<file path="src/rtl/hilo_sequencer.sv">
// Hi/Lo owner for the EX stage: launches the shared iterative multiplier/divider,
// stalls the pipeline until the result returns, and commits it into Hi/Lo.
module hilo_sequencer #(
  parameter int TIMEOUT = 64
) (
  input  logic        clk,
  input  logic        reset,
  input  logic        op_valid,
  input  logic [2:0]  op,
  input  logic        flush,
  input  logic [31:0] SrcA,
  input  logic [31:0] SrcB,
  input  logic        mul_validOut,
  input  logic        div_validOut,
  input  logic [31:0] mul_hi,
  input  logic [31:0] mul_lo,
  input  logic [31:0] div_hi,
  input  logic [31:0] div_lo,
  output logic        mul_validIn,
  output logic        div_validIn,
  output logic        mul_sign,
  output logic        div_sign,
  output logic [31:0] opA,
  output logic [31:0] opB,
  output logic        stall,
  output logic [31:0] Out,
  output logic [31:0] Hi,
  output logic [31:0] Lo,
  output logic        dz,
  output logic        err,
  output logic [1:0]  state_dbg
);

  typedef enum logic [1:0] {IDLE = 2'd0, MUL_WAIT = 2'd1, DIV_WAIT = 2'd2} state_t;

  localparam int CW = $clog2(TIMEOUT) + 1;
  localparam logic [2:0] OP_MTHI = 3'b100;
  localparam logic [2:0] OP_MTLO = 3'b101;
  localparam logic [2:0] OP_MFHI = 3'b110;
  localparam logic [2:0] OP_MFLO = 3'b111;

  state_t        state_q, state_d;
  logic [31:0]   hi_q, hi_d, lo_q, lo_d;
  logic [31:0]   opa_q, opa_d, opb_q, opb_d;
  logic          mul_sign_q, mul_sign_d, div_sign_q, div_sign_d;
  logic [CW-1:0] cnt_q, cnt_d;
  logic          dz_q, dz_d, err_q, err_d;

  logic is_md, div_zero, in_wait, res_hit, timeout_hit;

  // Unit handshake: *_validIn is a one-cycle launch pulse in the first WAIT cycle
  // (cnt_q == 0); the unit answers with a one-cycle *_validOut carrying *_hi/*_lo.
  // A validOut from the other unit, or seen in IDLE, is not ours and is dropped.
  always_comb begin
    is_md       = op_valid && !op[2];
    div_zero    = is_md && op[1] && (SrcB == 32'd0);
    in_wait     = (state_q != IDLE);
    res_hit     = ((state_q == MUL_WAIT) && mul_validOut) ||
                  ((state_q == DIV_WAIT) && div_validOut);
    timeout_hit = in_wait && !res_hit && (cnt_q == CW'(TIMEOUT - 1));
    stall       = is_md && !(div_zero && !in_wait) && !res_hit && !flush && !timeout_hit;
  end

  always_comb begin
    state_d    = state_q;
    hi_d       = hi_q;
    lo_d       = lo_q;
    opa_d      = opa_q;
    opb_d      = opb_q;
    mul_sign_d = mul_sign_q;
    div_sign_d = div_sign_q;
    cnt_d      = cnt_q;
    dz_d       = 1'b0;
    err_d      = 1'b0;
    case (state_q)
      IDLE: begin
        if (op_valid && !flush) begin
          if (div_zero) begin
            dz_d = 1'b1;
          end else if (is_md) begin
            opa_d = SrcA;
            opb_d = SrcB;
            cnt_d = '0;
            if (op[1]) begin
              div_sign_d = !op[0];
              state_d    = DIV_WAIT;
            end else begin
              mul_sign_d = !op[0];
              state_d    = MUL_WAIT;
            end
          end else if (op == OP_MTHI) begin
            hi_d = SrcA;
          end else if (op == OP_MTLO) begin
            lo_d = SrcA;
          end
        end
      end
      MUL_WAIT, DIV_WAIT: begin
        // Priority: flush kills the op even if the result arrives the same cycle.
        if (flush) begin
          state_d = IDLE;
        end else if (res_hit) begin
          hi_d    = (state_q == MUL_WAIT) ? mul_hi : div_hi;
          lo_d    = (state_q == MUL_WAIT) ? mul_lo : div_lo;
          state_d = IDLE;
        end else if (timeout_hit) begin
          err_d   = 1'b1;
          state_d = IDLE;
        end else begin
          cnt_d = cnt_q + CW'(1);
        end
      end
      default: state_d = IDLE;
    endcase
  end

  always_ff @(posedge clk or posedge reset) begin
    if (reset) begin
      state_q    <= IDLE;
      hi_q       <= '0;
      lo_q       <= '0;
      opa_q      <= '0;
      opb_q      <= '0;
      mul_sign_q <= 1'b0;
      div_sign_q <= 1'b0;
      cnt_q      <= '0;
      dz_q       <= 1'b0;
      err_q      <= 1'b0;
    end else begin
      state_q    <= state_d;
      hi_q       <= hi_d;
      lo_q       <= lo_d;
      opa_q      <= opa_d;
      opb_q      <= opb_d;
      mul_sign_q <= mul_sign_d;
      div_sign_q <= div_sign_d;
      cnt_q      <= cnt_d;
      dz_q       <= dz_d;
      err_q      <= err_d;
    end
  end

  always_comb begin
    mul_validIn = (state_q == MUL_WAIT) && (cnt_q == '0);
    div_validIn = (state_q == DIV_WAIT) && (cnt_q == '0);
    mul_sign    = mul_sign_q;
    div_sign    = div_sign_q;
    opA         = opa_q;
    opB         = opb_q;
    Hi          = hi_q;
    Lo          = lo_q;
    dz          = dz_q;
    err         = err_q;
    state_dbg   = state_q;
    Out         = '0;
    if (op_valid && (op == OP_MFHI)) Out = hi_q;
    else if (op_valid && (op == OP_MFLO)) Out = lo_q;
  end

endmodule
</file>
<file path="config.mk">
export PLATFORM = sky130hd
export DESIGN_NAME = hilo_sequencer
export DESIGN_NICKNAME = d
export VERILOG_FILES = /design/src/rtl/hilo_sequencer.sv
export SDC_FILE = /design/constraint.sdc
export NUM_CORES = 1
export LEC_CHECK = 0
export BUFFER_PORTS_ARGS = -buffer_cell sky130_fd_sc_hd__buf_2
export CELL_PAD_IN_SITES_DETAIL_PLACEMENT = 0
export CELL_PAD_IN_SITES_GLOBAL_PLACEMENT = 1
export CORE_UTILIZATION = 33
export DETAILED_ROUTE_END_ITERATION = 12
export PLACE_DENSITY_LB_ADDON = 0.05
export SLEW_MARGIN = 20
export SYNTH_ARGS = -nofsm -noshare
export SYNTH_HDL_FRONTEND = slang
export SYNTH_SLANG_ARGS = --single-unit
</file>
<file path="constraint.sdc">
create_clock -name clk -period 6.4 [get_ports clk]
set_input_delay 0.96 -clock clk [delete_from_list [all_inputs] [get_ports clk]]
set_output_delay 0.96 -clock clk [all_outputs]
set_load 0.01 [all_outputs]
</file>
==> results of run 1 <==
## registers in the layout, summed over array words and instances, names as in the netlist
signal	count
Hi	32
Lo	32
cnt_q	7
div_sign	1
dz	1
err	1
mul_sign	1
opA	32
opB	32
state_dbg	2
## synthesized netlist by cell type (2+ instances only)
| cell | instances |
|---|---|
| nor4_1 | 8 |
| a22o_1 | 33 |
| nor4b_1 | 2 |
| nor2_1 | 10 |
| dfrtp_1 | 141 |
| ha_1 | 5 |
| buf_6 | 3 |
| buf_1 | 3 |
| mux2i_1 | 64 |
| o41ai_1 | 3 |
| nand2b_1 | 2 |
| mux2_1 | 16 |
| mux2_2 | 48 |
| inv_1 | 13 |
| clkbuf_1 | 35 |
| buf_2 | 6 |
| nand3_1 | 6 |
| o21ai_0 | 132 |
| nand2_1 | 133 |
| o31ai_1 | 6 |
| o31a_1 | 2 |
| buf_4 | 4 |
| o32ai_1 | 3 |
| nor3_1 | 3 |
## path summary, 6_finish.rpt
kind,from,to,slack (ps)
max in group asynchronous,reset,Hi[21]$_DFFE_PP0P_,4440
min reg2reg,opA[31]$_DFFE_PP0P_,opA[31]$_DFFE_PP0P_,490
min in group asynchronous,reset,Lo[25]$_DFFE_PP0P_,680
max,SrcB[14],stall,2730
min,opA[31]$_DFFE_PP0P_,opA[31]$_DFFE_PP0P_,490
max reg2reg,state_dbg[0]$_DFFE_PP0P_,cnt_q[0]$_DFFE_PP0P_,3530
## power by group
part | switching [W] | internal [W]
combinational | 0.00105 | 0.000777
sequential | 0.000286 | 0.00130
clock | 0.000450 | 0.000598
total | 0.00179 | 0.00267
## metal layers
layer | vias up | GRT usage [%] | wire length (um)
li1 | 3203 | - | -
met5 | - | 0 | 0
met3 | 18 | 5.52 | 1840
met1 | 3078 | 28.1 | 10600
met4 | 0 | 5.51 | 220
met2 | 249 | 36.8 | 11900
## layout by cell type (no fill, tap or decap), drive strengths merged, types with 5 or more instances in the layout
cell type,synthesis,layout
o21ai,132,132
inv,13,24
mux2,64,64
nor2,10,10
a22o,33,33
nand2,133,133
clkbuf,35,17
buf,16,375
mux2i,64,64
nor4,9,9
o31ai,6,6
dfrtp,141,141
ha,5,5
nand3,6,6
## logic make-up (layout without fill, tap and decap cells)
family / after synthesis / count (layout) / synth area share (%)
AO/OA/AOI/OAI: 190 / 190 / 16.3
adder cells (fa/ha/maj): 5 / 5 / 0.871
buffers and inverters: 64 / 420 / 3.97
flip-flops: 141 / 141 / 49.1
multiplexers: 128 / 128 / 19.0
other: 0 / 3 / 0
AND/OR/NAND/NOR: 175 / 175 / 10.8
## worst reg2reg max path, stage by stage (launching register included)
cell     delay [ps]
dfrtp_1         410
inv_1           130
ha_4            570
buf_4           700
nand2_1         340
or4_1           570
o21ai_0          80
## cell type report
type	instances	area, um^2
Antenna cell	3	7.51
Clock buffer	17	425
Clock inverter	15	191
Fill cell	2114	11300
Inverter	13	53.8
Multi-Input combinational cell	498	3420
Sequential cell	141	3530
Tap cell	275	344
Timing Repair Buffer	375	1900
## stage by stage
stage	total power [W]	worst slack, ps	instance area (um^2)	hold WS [ps]	utilization, %
4_1_cts	0.00452	2770	9870	491	46.6
2_1_floorplan	0.00262	1660	7180	498	-
3_3_place_gp	0.00344	2740	9250	470	43.7
3_5_place_dp	0.00346	2690	9250	476	43.7
5_1_grt	0.00478	2630	9870	510	46.7
6_report	0.00446	2730	9870	486	46.7
==> results.cfg, run 1 <==
[synth]
synth_nets = 909
async_flop_share_pct = 100
ys_seq_elements = 141
netlist_area_um2 = 7180
synth.top_cell.area_share_pct = 49.1
synth_top_area_cell = dfrtp_1
yosysWarnings = 0
synth.area.top_cells = dfrtp_1 49%, o21ai_0 9.2%, mux2i_1 8.9%
syn_inst = 703
avgSynthCellArea_um2 = 10.2
ys_seq_area_share_pct = 49.1
synth_cell_type_count = 46
ys.flop_type = dfrtp_1
synth-edff-count = 0

[grt]
grt_pass1_wl_um = 36600
grt_use_total_pct = 22.0
antenna_found_initial = 3
grt_remaining_overflow = 0
grt_max_degree = 88
grt_pass1_vias = 6336

[clocking]
cts_buffer_depth = 2
postCtsHoldBufs = 0
cts_tree = done
post-cts-setup-buffer-count = 0
cts.sinks = 141
cts-htree-levels = 4
cts.clk_slew.worst_paths_ps = 70
cts_resized = 0
worstSkewPairLatency_ps = 430
cts_buffers = 17
root_buffer = clkbuf_16

[setup_path]
required_ps = 5440
path_max_fanout = 10
crit_slowest_cell = nor4_4
cp.arrival_ps = 2710
cp_cell_sequence = buf_2 -> nor4_1 -> nand4_2 -> nor4_4 -> nor3_1 -> buf_2
crit_cells = 6
critPathMostFrequentCell = buf_2
worstSetupStartpointType = input pin
critPathBufInv = 2
worstSetupEndpointType = output pin
critPathKind = in -> out
cp_slowest_stage_delay_ps = 610
cpLargestDelayFamily = simple AND/OR/NAND/NOR gates
r2r.worst_path.cells = 6

[timing]
hold_viol_final = 0
slew_headroom_pct = 27.3
rsz0062_at_grt = false
tightestPinTransition_ps = 1090
finalSetupTns_ps = 0
fin_crit_ps = 3670
clock_skew_ps = 10.4
finalSetupViolCount = 0
finalCritPeriodShare_pct = 57.3
final_max_slew_viol_count = 0
timing.fmax_ghz = 0.273

[floorplan]
die_h_um = 150
initial_core_util_pct = 33.9
dieArea_um2 = 22400
coreArea_um2 = 21200
row_count = 53
io_pins = 370
die_x_um = 150

[job]
max_cap_viol_count = 0

[finish]
drive_gt1_share_pct = 44.1
fin_nets = 1252
fin_cells = 1337
area_growth_pct = 37.5

[power]
peakVddDrop_mv = 0.199
power.density_nw_per_um2 = 451
p_leak_nw = 4.85

[outcome]
status = finished, final reports clean

[placement]
gp_congestion = 0.778
dp_hpwl_um = 18000
dp_cells = 1302
numPortBuffers = 369

[detailed_routing]
drc = 0
dr.pass1.iters = 4
routed-via-count = 6548
wirelength_um = 24600
drt.antenna.violating_nets = 0
drt_iter0_drc = 206
via_per_inst = 4.90
wl_per_cell_um = 18.4

[worst_hold_path]
min_path_cells = 1
hp-class = reg -> reg
(Power assumes the default switching activity.)
==> run 2, diff against run 1 <==
Clock period 6.4 ns to 3.57 ns, I/O delays scaled along.
==> run 2 against run 1 <==
Against the previous run:
- die area is the same
- sequential share of layout area decreased by 0.19 points
- power grew 80%
- core utilization increased by 0.25 points
- largest cell class unchanged
- final cell count is 0.22% higher
- routed wire length rose by 0.69%
- critical endpoint unchanged
- via count shrank 0.40%
- critical path depth up 1
- clock power is 77% higher
- final area rose by 0.54%
==> results.cfg, run 2 (synthesis results as in run 1) <==
[setup_path]
r2r_slack_ps = 1050
cp_cell_sequence = buf_2 -> nor4_1 -> nand4_2 -> nor4_4 -> buf_4 -> nor3_1 -> buf_2
critPathMostFrequentCell = buf_2
worstSetupStartpointType = input pin
worstSetupEndpointType = output pin
timing.rr.start = state_dbg[1]$_DFFE_PP0P_
critPathBufInv = 3
r2r.worst_path.cells = 8
r2r-end = Hi[23]$_DFFE_PP0P_
path_max_fanout = 10
required_ps = 3030
critPathKind = in -> out
cp.arrival_ps = 2080
crit_slowest_cell = nor4_1
cp_slowest_stage_delay_ps = 430
cpLargestDelayFamily = simple AND/OR/NAND/NOR gates

[power]
internal_power_w = 0.00479
p_clk_share_pct = 23.2
power.density_nw_per_um2 = 806
p_leak_nw = 4.88
p_comb_share_pct = 41.4
switching_share_pct = 40.1
pwr-share-seq_pct = 35.4
switchingPower_w = 0.00320
peakVddDrop_mv = 0.355

[grt]
grt_use_total_pct = 22.2
antenna_found_initial = 1
grt_pass1_vias = 6426
grt_remaining_overflow = 0
grt_max_degree = 142
grt_pass1_wl_um = 37300

[floorplan]
row_count = 53
initial_core_util_pct = 33.9
coreArea_um2 = 21200
die_h_um = 150
io_pins = 370
die_x_um = 150
dieArea_um2 = 22400

[timing]
fin_crit_ps = 2620
hold_viol_final = 0
finalSetupTns_ps = 0
clock_skew_ps = 11.1
finalWorstSetupSlack_ps = 954
rsz0062_at_grt = false
finalCritPeriodShare_pct = 73.3
slew_headroom_pct = 36.0
tightestPinTransition_ps = 957
timing.fmax_ghz = 0.382
finalSetupViolCount = 0
final_max_slew_viol_count = 0

[clocking]
cts_tree = done
cts_resized = 0
cts.clk_slew.worst_paths_ps = 60
cts-htree-levels = 4
cts.sinks = 141
cts_buffers = 17
root_buffer = clkbuf_16
worstSkewPairLatency_ps = 420
postCtsHoldBufs = 0
cts_buffer_depth = 2
post-cts-setup-buffer-count = 0

[job]
max_cap_viol_count = 0

[placement]
numPortBuffers = 369
gp_congestion = 0.787
dp_hpwl_um = 18500
post-place-ws_ps = 940
dp_cells = 1308

[detailed_routing]
drc = 0
wl_per_cell_um = 18.5
routed-via-count = 6522
drt_iter0_drc = 247
dr.pass1.iters = 5
via_per_inst = 4.87
drt.antenna.violating_nets = 0
wirelength_um = 24700

[finish]
layout_commonest_cell = buf_2
fin_nets = 1258
final_cell_mix = 369 x buf_2, 141 x dfrtp_1, 133 x nand2_1
area_growth_pct = 38.3
drive_gt1_share_pct = 44.4
num-fill-cells = 2074
n_antenna_cell = 0
multi_input_area_um2 = 3420
final_core_util_pct = 46.9
fin_cells = 1340
final-seq-area_um2 = 3530

[worst_hold_path]
hp-class = in -> async

[outcome]
status = finished, final reports clean
[run 2: cell types whose count changed in the layout (fill, tap and decap cells not counted), sizes merged]
cell,before,now
diode,3,0
clkinvlp,0,1
clkinv,2,0
buf,375,381
inv,24,25
[run 2: worst max path at each step]
stage / end / slack [ps] / cells past startpoint / start
2_1_floorplan: Hi[0]$_DFFE_PP0P_ / 1270 / 1 / reset
3_3_place_gp: opA[26]$_DFFE_PP0P_ / 970 / 6 / SrcB[14]
3_5_place_dp: opA[25]$_DFFE_PP0P_ / 940 / 6 / SrcB[14]
4_1_cts: stall / 940 / 7 / state_dbg[0]$_DFFE_PP0P_
5_1_grt: Hi[23]$_DFFE_PP0P_ / 830 / 7 / state_dbg[1]$_DFFE_PP0P_
6_report: stall / 950 / 7 / SrcB[14]
[run 2: metrics by stage]
stage          power, W  instance area, um^2  hold slack (ps)
2_1_floorplan   0.00469                 7180              498
3_3_place_gp    0.00621                 9320              468
3_5_place_dp    0.00623                 9320              475
4_1_cts         0.00813                 9930              323
5_1_grt         0.00860                 9930              323
6_report        0.00800                 9930              311
[run 2: layer usage]
layer,track usage [%],wire length (um)
met3,4.54,1490
met4,6.99,401
met2,37.9,12300
met1,28.1,10600
met5,0,13
[run 2: layout make-up]
| type | count | share of cell area, % |
|---|---|---|
| inverters | 13 | 0.529 |
| flip-flops and latches | 141 | 35.5 |
| multi-input cells | 498 | 34.4 |
| repair buffers | 381 | 19.9 |
| well taps | 275 | 3.47 |
| clock buffers | 17 | 4.28 |
| clock inverters | 15 | 1.85 |
[run 2: power by group through the flow]
stage                     registers (W)  logic, W  clock network, W
after detailed placement        0.00286   0.00338                 0
final                           0.00283   0.00331           0.00186
after CTS                       0.00284   0.00338           0.00191
after floorplan                 0.00310   0.00159                 0
after global routing            0.00293   0.00368           0.00198
after global placement          0.00285   0.00336                 0
[run 2: worst register-to-register path, stage by stage (launching register included)]
cell and delay (ps):
dfrtp_1 390, inv_1 170, ha_4 300, a22oi_1 190, a221o_1 410, o21bai_4 410, buf_4 350, nand2_1 90
o21ai_0 90
==> run 3, diff against run 2 <==
Settings changed: ABC_AREA set to 1, CORE_UTILIZATION 33 to 29.
Clock period 3.57 ns to 2.2 ns, I/O delays scaled along.
==> run 3 against run 2 <==
Against the previous run:
- synthesized area grew 5.8%
- worst setup slack worse by 860 ps
- final area rose by 6.4%
- sequential power is 59% higher
- clock-buffer cell count up 3
- non-clock buffer count increased by 18
- final cell count up 29%
- clock skew up 0.54 ps
- routed wire length is 30% higher
- combinational power up 130%
- core utilization down 5.3 points
- clock power is 53% higher
- critical endpoint unchanged
==> results.cfg, run 3 <==
[placement]
dp_cells = 1690
dp_hpwl_um = 23100
numPortBuffers = 369
gp_congestion = 0.815
post_dp_cell_area_um2 = 9840
post-place-ws_ps = 274

[clocking]
cts.clk_slew.worst_paths_ps = 70
cts_tree = done
cts_buffer_depth = 2
root_buffer = clkbuf_16
cts-htree-levels = 4
worstSkewPairLatency_ps = 420
cts.sinks = 141
cts_buffers = 17
postCtsHoldBufs = 0

[power]
switching_share_pct = 45.0
total_power_w = 0.0148
p_comb_share_pct = 50.6
power.density_nw_per_um2 = 1400
p_clk_share_pct = 19.1
pwr-share-seq_pct = 30.3
peakVddDrop_mv = 0.606
p_leak_nw = 5.56
switchingPower_w = 0.00667
internal_power_w = 0.00816

[synth]
synth_cell_type_count = 23
avgSynthCellArea_um2 = 7.32
synth_top_family_by_area = compound AO/OA/AOI/OAI gates
synth_top_area_cell = dfrtp_1
ys.flop_type = dfrtp_1
synth.top_cell.area_share_pct = 46.5
yosys-top-cells-count = 242 x nand2_1, 166 x o21ai_0, 141 x dfrtp_1, 131 x inv_1, 110 x nor2_1
netlist_area_um2 = 7590
synth_compound_area_share_pct = 21.7
async_flop_share_pct = 100
synthAdderAreaFrac_pct = 0.824
yosysWarnings = 0
ys_seq_elements = 141
synth-edff-count = 0
synth_nets = 1243
yosysMostFrequentCell = nand2_1
ys_seq_area_share_pct = 46.5
syn_inst = 1037
synthSimpleGateAreaFrac_pct = 20.1
synth.area.top_cells = dfrtp_1 46%, nand2_1 12%, o21ai_0 11%
synthXorXnorAreaFrac_pct = 0.115
synthMuxAreaShare_pct = 0

[outcome]
status = finished, final reports clean

[finish]
layout_commonest_cell = buf_2
fin_cells = 1734
num-fill-cells = 2765
drive_gt1_share_pct = 32.7
final_area_um2 = 10600
fin_nets = 1592
area_growth_pct = 39.2
final_cell_mix = 368 x buf_2, 238 x nand2_1, 166 x o21ai_0

[worst_hold_path]
hp-class = in -> async

[grt]
antenna_found_initial = 9
grt_use_total_pct = 23.4
grt_pass1_vias = 8230
grt_max_degree = 115
grt_pass1_wl_um = 47500
grt_remaining_overflow = 0

[timing]
hold_ws_ps = 24.9
finalCritPeriodShare_pct = 95.5
finalWorstSetupSlack_ps = 99.0
hold_viol_final = 0
clock_skew_ps = 11.6
slew_headroom_pct = 53.1
fin_crit_ps = 2100
final_max_slew_viol_count = 0
finalSetupViolCount = 0
tightestPinTransition_ps = 704
timing.fmax_ghz = 0.476

[detailed_routing]
drt.antenna.violating_nets = 0
drt_iter0_drc = 581
wirelength_um = 32200
dr.pass1.iters = 5
wl_per_cell_um = 18.6
via_per_inst = 4.81
drc = 0
routed-via-count = 8348

[floorplan]
die_x_um = 164
initial_core_util_pct = 29.9
io_pins = 370
row_count = 58
die_h_um = 164
coreArea_um2 = 25400
dieArea_um2 = 26800

[setup_path]
critPathKind = reg -> out
worstSetupStartpointType = flip-flop
worstSetupEndpointType = output pin
path_max_fanout = 7
cp.arrival_ps = 1770
required_ps = 1870

[job]
max_cap_viol_count = 0
==> run 3: worst paths after layout <==
check	from	endpoint	slack, ps	cells after the start
setup / recovery	state_dbg[0]$_DFFE_PP0P_	stall	100	10
hold / removal	reset	opB[14]$_DFFE_PP0P_	20	3
setup reg to reg	state_dbg[0]$_DFFE_PP0P_	Hi[22]$_DFFE_PP0P_	190	8
hold reg to reg	opB[20]$_DFFE_PP0P_	opB[20]$_DFFE_PP0P_	490	2
max in group asynchronous	reset	Lo[19]$_DFFE_PP0P_	1570	3
min in group clk	flush	err$_DFF_PP0_	120	2
==> run 3: metrics by stage <==
step	setup TNS (ps)	util (%)
floorplan	0	-
global placement	0	38.7
detailed placement	0	38.7
CTS	0	41.2
global route	-5.35	41.6
finish	0	41.6
==> run 3: logic make-up (layout without fill, tap and decap cells) <==
group                    after synthesis  count (layout)
flip-flops                           141             141
adder cells (fa/ha/maj)                5               5
XOR/XNOR                               1               1
other                                  0               5
AO/OA/AOI/OAI                        301             301
AND/OR/NAND/NOR                      386             386
buffers and inverters                203             565
==> run 3: critical path, cell delays in order, from the launching register on <==
cell,delay [ps]
dfrtp_2,460
inv_4,100
buf_12,100
ha_4,190
inv_6,60
nand3_2,80
nand2_2,60
inv_2,60
nand3_1,70
inv_1,70
buf_6,100
==> run 3: power groups by stage <==
stage	logic, W	clock network (W)	registers [W]
6_report	0.00750	0.00284	0.00449
5_1_grt	0.00836	0.00300	0.00463
4_1_cts	0.00745	0.00290	0.00449
3_5_place_dp	0.00737	0	0.00450
3_3_place_gp	0.00734	0	0.00449
2_1_floorplan	0.00380	0	0.00500
==> run 3: layout make-up <==
| cell class | count | area, um^2 | area share, % |
|---|---|---|---|
| inverters | 134 | 517 | 4.89 |
| repair buffers | 399 | 2220 | 21.0 |
| well taps | 330 | 413 | 3.91 |
| clock buffers | 20 | 447 | 4.23 |
| clock inverters | 12 | 113 | 1.07 |
| diodes | 5 | 12.5 | 0.118 |
| flip-flops and latches | 141 | 3530 | 33.4 |
| multi-input cells | 693 | 3320 | 31.4 |
==> run 3: what timing repair did <==
| item | 4_1_cts | 5_1_grt |
|---|---|---|
| buffers inserted | 3 | 3 |
| cloned | 0 | 1 |
| setup endpoints to repair | 2 | 2 |
| pin swaps | 1 | 4 |
| gates resized for setup | 11 | 12 |
==> run 3: per-layer routing <==
metal  GRT usage [%]  part of all wire, %  up-vias  wire, um
li1                -                    -     4100         -
met2            38.8                   48      285     15500
met4            6.10                  1.2        8       380
met3            5.98                  7.0       32      2260
met1            30.2                   44     3923     14000
met5               0                 0.15        -        49
